### config.mk
export PLATFORM = sky130hd
export DESIGN_NAME = uart_tx_mmio
export DESIGN_NICKNAME = d
export VERILOG_FILES = /design/src/rtl/uart_tx_mmio.sv
export SDC_FILE = /design/constraint.sdc
export NUM_CORES = 1
export LEC_CHECK = 0
export ABC_AREA = 1
export CORE_MARGIN = 3
export CORE_UTILIZATION = 47
export CTS_CLUSTER_SIZE = 14
export DETAILED_ROUTE_END_ITERATION = 8
export PLACE_DENSITY = 0.87
export SYNTH_ARGS = -nofsm -noshare
export SYNTH_HDL_FRONTEND = slang
export SYNTH_SLANG_ARGS = --single-unit
### constraint.sdc
create_clock -name clk -period 2.8 [get_ports clk]
set_input_delay 0.42 -clock clk [delete_from_list [all_inputs] [get_ports clk]]
set_output_delay 0.42 -clock clk [all_outputs]
set_load 0.005 [all_outputs]
### src/rtl/uart_tx_mmio.sv
// uart_tx_mmio: memory-mapped 8N1 UART transmitter with TX FIFO and status register
module uart_tx_mmio #(
  parameter int          CLKS_PER_BIT = 104,
  parameter int          FIFO_DEPTH   = 8,
  parameter logic [31:0] BASE_ADDR    = 32'h0000_2000
) (
  input  logic        clk,
  input  logic        reset,
  input  logic [31:0] addr,
  input  logic [31:0] write_data,
  input  logic        memwrite,
  input  logic        memread,
  output logic [31:0] read_data,
  output logic        tx
);
  localparam int AW = $clog2(FIFO_DEPTH);
  localparam int CW = $clog2(CLKS_PER_BIT);
  typedef enum logic [1:0] {IDLE, START, DATA, STOP} state_t;
  state_t        state_q, state_d;
  logic [7:0]    mem_q [FIFO_DEPTH];
  logic [AW-1:0] wptr_q, wptr_d, rptr_q, rptr_d;
  logic [4:0]    cnt_q, cnt_d;
  logic [CW-1:0] baud_q, baud_d;
  logic [2:0]    bit_q, bit_d;
  logic [7:0]    shift_q, shift_d;
  logic [31:0]   rdata_q, rdata_d;
  logic          ovf_q, ovf_d, tx_q, tx_d;
  logic          wr_txd, rd_txd, rd_st, full, empty, pop, push, baud_end;
  logic          unused;
  assign unused   = ^write_data[31:8];
  assign wr_txd   = memwrite && addr == BASE_ADDR;
  assign rd_txd   = memread && addr == BASE_ADDR;
  assign rd_st    = memread && addr == BASE_ADDR + 32'd4;
  assign full     = cnt_q == 5'(FIFO_DEPTH);
  assign empty    = cnt_q == '0;
  assign baud_end = baud_q == CW'(CLKS_PER_BIT - 1);
  // a full FIFO still accepts a push when the transmitter frees a slot in the same cycle
  assign push     = wr_txd && (!full || pop);
  always_comb begin
    state_d = state_q;
    baud_d  = baud_end ? '0 : baud_q + CW'(1);
    bit_d   = bit_q;
    shift_d = shift_q;
    pop     = 1'b0;
    case (state_q)
      IDLE: begin
        baud_d = '0;
        if (!empty) begin
          pop     = 1'b1;
          state_d = START;
        end
      end
      START: if (baud_end) begin
        state_d = DATA;
        bit_d   = '0;
      end
      DATA: if (baud_end) begin
        shift_d = shift_q >> 1;
        bit_d   = bit_q + 3'd1;
        state_d = bit_q == 3'd7 ? STOP : DATA;
      end
      default: if (baud_end) begin
        pop     = !empty;
        state_d = empty ? IDLE : START;
      end
    endcase
    if (pop) shift_d = mem_q[rptr_q];
    wptr_d  = push ? wptr_q + AW'(1) : wptr_q;
    rptr_d  = pop ? rptr_q + AW'(1) : rptr_q;
    cnt_d   = cnt_q + 5'(push) - 5'(pop);
    ovf_d   = (wr_txd && !push) ? 1'b1 : rd_st ? 1'b0 : ovf_q;
    rdata_d = rd_st ? {23'd0, cnt_q, ovf_q, state_q != IDLE, empty, full} : rd_txd ? '0 : rdata_q;
    // drive the line from the next state so tx is a clean flop output
    tx_d    = state_d == START ? 1'b0 : state_d == DATA ? shift_d[0] : 1'b1;
  end
  always_ff @(posedge clk or posedge reset) begin
    if (reset) begin
      state_q <= IDLE;
      wptr_q  <= '0;
      rptr_q  <= '0;
      cnt_q   <= '0;
      baud_q  <= '0;
      bit_q   <= '0;
      shift_q <= '0;
      rdata_q <= '0;
      ovf_q   <= 1'b0;
      tx_q    <= 1'b1;
    end else begin
      state_q <= state_d;
      wptr_q  <= wptr_d;
      rptr_q  <= rptr_d;
      cnt_q   <= cnt_d;
      baud_q  <= baud_d;
      bit_q   <= bit_d;
      shift_q <= shift_d;
      rdata_q <= rdata_d;
      ovf_q   <= ovf_d;
      tx_q    <= tx_d;
    end
  end
  always_ff @(posedge clk) begin
    if (push) mem_q[wptr_q] <= write_data[7:0];
  end
  assign read_data = rdata_q;
  assign tx        = tx_q;
endmodule

==> key figures <==
STA
  – Setup repair after global routing missed its margin: no
  – Transition at the pin with the smallest max-transition slack: 0.620 ns
  – Endpoints failing setup: 0
  – Final setup skew: 0.0161 ns
  – Endpoints failing hold: 0
  – Final period util: 0.932
  – Max Freq: approximately 0.38 GHz
  – Worst slew margin relative to its limit: 0.587
  – Final count of pins violating max slew: 0
  – Worst hold-check slack: 0.485 ns
  – Min Tclk post-route: approximately 2.6 ns

Drt
  – 1st-iter DRT viols: 302
  – Final routed wirelength across all metal layers: ~11000 µm
  – Detailed-routing iteration count for the pre-antenna-repair pass: 5
  – Count of antenna-violating nets left after detailed routing: 0
  – Vias after detailed routing: 3773
  – Number of DRC violations after detailed routing: 0
  – WL/cell: 14.4 µm
  – Post-DR vias/cell: 5.13

Finish
  – Number of filler instances in the final layout: 842
  – Number of antenna cells inserted: 0
  – Fraction of final layout cells sized beyond drive strength 1: 0.100
  – Signed area change from the synthesized netlist to the final layout: 18.2%
  – Layout net count: 676

Global routing
  – Pin count of the biggest net entering global routing: 43
  – Final global-route overflow total: 0
  – Via count of the first global-routing pass: 3685
  – Global-route wire length before repair: 16900 µm
  – Global-route total usage across every layer: 0.180
  – Number of antenna violations at the first check in global routing: 0

Die
  – Number of primary I/O pins: 101
  – Number of rows created at floorplan: 37
  – Core area: 0.0104 mm²
  – Chip Height: roughly 110 µm
  – Floorplan die area: ~0.012 mm²
  – Initial standard-cell utilization of the core: 0.489
  – Horiz. Die Dim: 110 µm

Power and ir drop
  – Total power divided by cell area: roughly 460 mW/mm²
  – Share of total power consumed by net switching: 0.217
  – Combinational Power Share: 0.042
  – Pleak: 0.00258 µW
  – Peak VDD IR: 0.311 mV
  – Clock share of power: 0.354
  – Part of the total power dissipated in sequential elements: 0.603
  – Switching power of the nets: roughly 600 µW
  – Int Pwr: ~2200 µW
  – Total power draw: roughly 2700 µW

Outcome
  – Outcome: complete, no violations

Critical path
  – Worst reg-to-reg path cell count: 16
  – Startpoint of the lowest-slack register-to-register path: baud_q[0]$_DFF_PP0_
  – Worst setup path class: reg -> reg
  – Category of the worst setup path capture point: register
  – Endpoint of the most critical register-to-register path: cnt_q[4]$_DFF_PP0_
  – WP data required: approximately 3.1 ns
  – Nature of the critical path startpoint: register
  – Slack of the worst reg-to-reg path: 0.19 ns
  – Crit-path max FO: 3
  – Arrival time reported for the critical path endpoint: ~2.9 ns

Clocking
  – Count of hold-fix buffers inserted at cts: 0
  – Number of clock sinks: 106
  – CTS max path bufs: 2
  – Htree depth: 3
  – Number of CTS-inserted buffers: 9
  – Clock transition at the registers of the reported paths: 0.11 ns
  – Master cell of the clock root buffer: sky130_fd_sc_hd__clkbuf_8
  – Clock network latency to the later pin of the worst-skew pair: 0.37 ns
  – TritonCTS clock tree: built

Logic synthesis
  – Post-synth EDFFs: 64
  – Sequential share of the synthesized area: 0.584
  – Number of synthesized register bits: 106
  – Most common cell in the synthesized netlist: sky130_fd_sc_hd__nand2_1
  – Share of the synthesized area in the top cell type: 0.377
  – Main area contributors after synthesis: sky130_fd_sc_hd__edfxtp_1, sky130_fd_sc_hd__dfrtp_1, sky130_fd_sc_hd__nand2_1
  – Cell area after synthesis: 0.00510 mm²
  – Synthesized area per cell: 9.78 µm²
  – Leading cell types by count after synthesis: sky130_fd_sc_hd__nand2_1, sky130_fd_sc_hd__nor2_1, sky130_fd_sc_hd__edfxtp_1, sky130_fd_sc_hd__inv_1, sky130_fd_sc_hd__dfrtp_1
  – Post-synthesis cell count: about 520
  – Dominant register cell in the synthesized netlist: sky130_fd_sc_hd__edfxtp_1
  – Netlist cell types: 38
  – Fraction of registers with async set or reset after synthesis: 0.396
  – Synthesis warning total: 0
  – Most area-hungry cell type in the Yosys netlist: sky130_fd_sc_hd__edfxtp_1

Placement
  – Number of buffers added on ports: 53
  – Half-perimeter wire length of the detailed placement result: 7300 µm
  – Weighted congestion reported at the end of routability-driven placement: 0.846

Job
  – Max Cap Violations: 0

Hold path
  – Hold Crit Class: in -> async
## state kept, by name, summed over array words and instances (netlist names)
name and count:
baud_q 7, tx 1, shift_q 8, read_data 9, bit_q 3, mem_q 64
cnt_q 5, ovf_q 1, wptr_q 3, rptr_q 3, state_q 2
## worst max-delay path, cell delays in order (launching register included)
cell and delay (ns):
sky130_fd_sc_hd__dfrtp_1 0.38, sky130_fd_sc_hd__ha_1 0.20, sky130_fd_sc_hd__nand2_2 0.12, sky130_fd_sc_hd__nor2_8 0.12
sky130_fd_sc_hd__nand3_4 0.08, sky130_fd_sc_hd__nand2_4 0.07, sky130_fd_sc_hd__nand2_4 0.07, sky130_fd_sc_hd__nand2_8 0.06
sky130_fd_sc_hd__nand3_1 0.10, sky130_fd_sc_hd__ha_1 0.31, sky130_fd_sc_hd__inv_1 0.06, sky130_fd_sc_hd__ha_1 0.15
sky130_fd_sc_hd__inv_1 0.06, sky130_fd_sc_hd__fa_2 0.36, sky130_fd_sc_hd__o21ai_2 0.14, sky130_fd_sc_hd__a21oi_1 0.09
sky130_fd_sc_hd__xor2_1 0.15
## what timing repair did
item,4_1_cts,5_1_grt
endpoints found under the setup margin,1,1
hold endpoints to repair,0,0
gates resized for setup,0,3
pin swaps,0,2
buffers inserted,1,1
## routing by layer
layer	track usage	wire length, µm	vias to the layer above
met5	0	0	-
met3	0.0332	580	25
met1	0.218	4250	1794
met2	0.325	5530	131
li1	-	-	1823
met4	0.0563	227	0
## power by group through the flow
stage	clock [µW]	combinational, µW	sequential (µW)
floorplan	0	53.9	1690
global placement	0	111	1690
detailed placement	0	116	1690
CTS	986	116	1660
global route	1060	130	1660
finish	974	116	1660
## cell usage in the layout, fill, tap and decap left out, drive strengths merged, types with 2 or more instances in the layout
master,synthesis,final
o21ai,40,40
conb,1,23
clkbuf,2,9
nand3,27,27
a22o,2,2
nor2,78,78
edfxtp,64,64
a21oi,10,10
nor3,3,3
o22ai,12,12
clkdlybuf4s50,0,53
inv,49,53
nand4,9,9
nand2,127,127
dfrtp,41,41
clkinv,2,3
xnor2,2,2
ha,12,12
xor2,6,6
buf,31,21
## worst max-delay path by stage
stage                             start  slack (ns)                 end  cells after the start
floorplan           baud_q[0]$_DFF_PP0_        0.17  cnt_q[4]$_DFF_PP0_                     16
global placement               addr[28]       -0.16  cnt_q[4]$_DFF_PP0_                     15
detailed placement             addr[16]       -0.23  cnt_q[4]$_DFF_PP0_                     15
CTS                 baud_q[0]$_DFF_PP0_        0.02  cnt_q[4]$_DFF_PP0_                     16
global route        baud_q[0]$_DFF_PP0_        0.01  cnt_q[4]$_DFF_PP0_                     16
finish              baud_q[0]$_DFF_PP0_        0.19  cnt_q[4]$_DFF_PP0_                     16
## cell type report
class                      count  area (µm²)  area share
clock buffer                   9         124      0.0206
tap                          136         170      0.0283
sequential                   106        2970       0.494
multi-input combinational    353        1790       0.297
timing repair buffer          74         688       0.114
inverter                      51         196      0.0326
clock inverter                 7        81.3      0.0135
## logic make-up after synthesis
kind of cell,synth area share
XOR/XNOR,0.0137
other,0.000736
buffers and inverters,0.0830
AND/OR/NAND/NOR,0.215
AO/OA/AOI/OAI,0.0702
flip-flops,0.584
adder cells (fa/ha/maj),0.0334
## through the flow
step | std cells | TNS, ns | worst slack [ns] | util | area, µm²
after floorplan | 543 | 0 | 0.167 | - | 5180
after global placement | 718 | -0.164 | -0.164 | 0.556 | 5800
after detailed placement | 718 | -0.229 | -0.229 | 0.556 | 5800
after CTS | 735 | 0 | 0.0203 | 0.577 | 6010
after global routing | 736 | 0 | 0.0128 | 0.578 | 6020
final | 736 | 0 | 0.190 | 0.578 | 6020
Power figures use the tool's default switching activity.
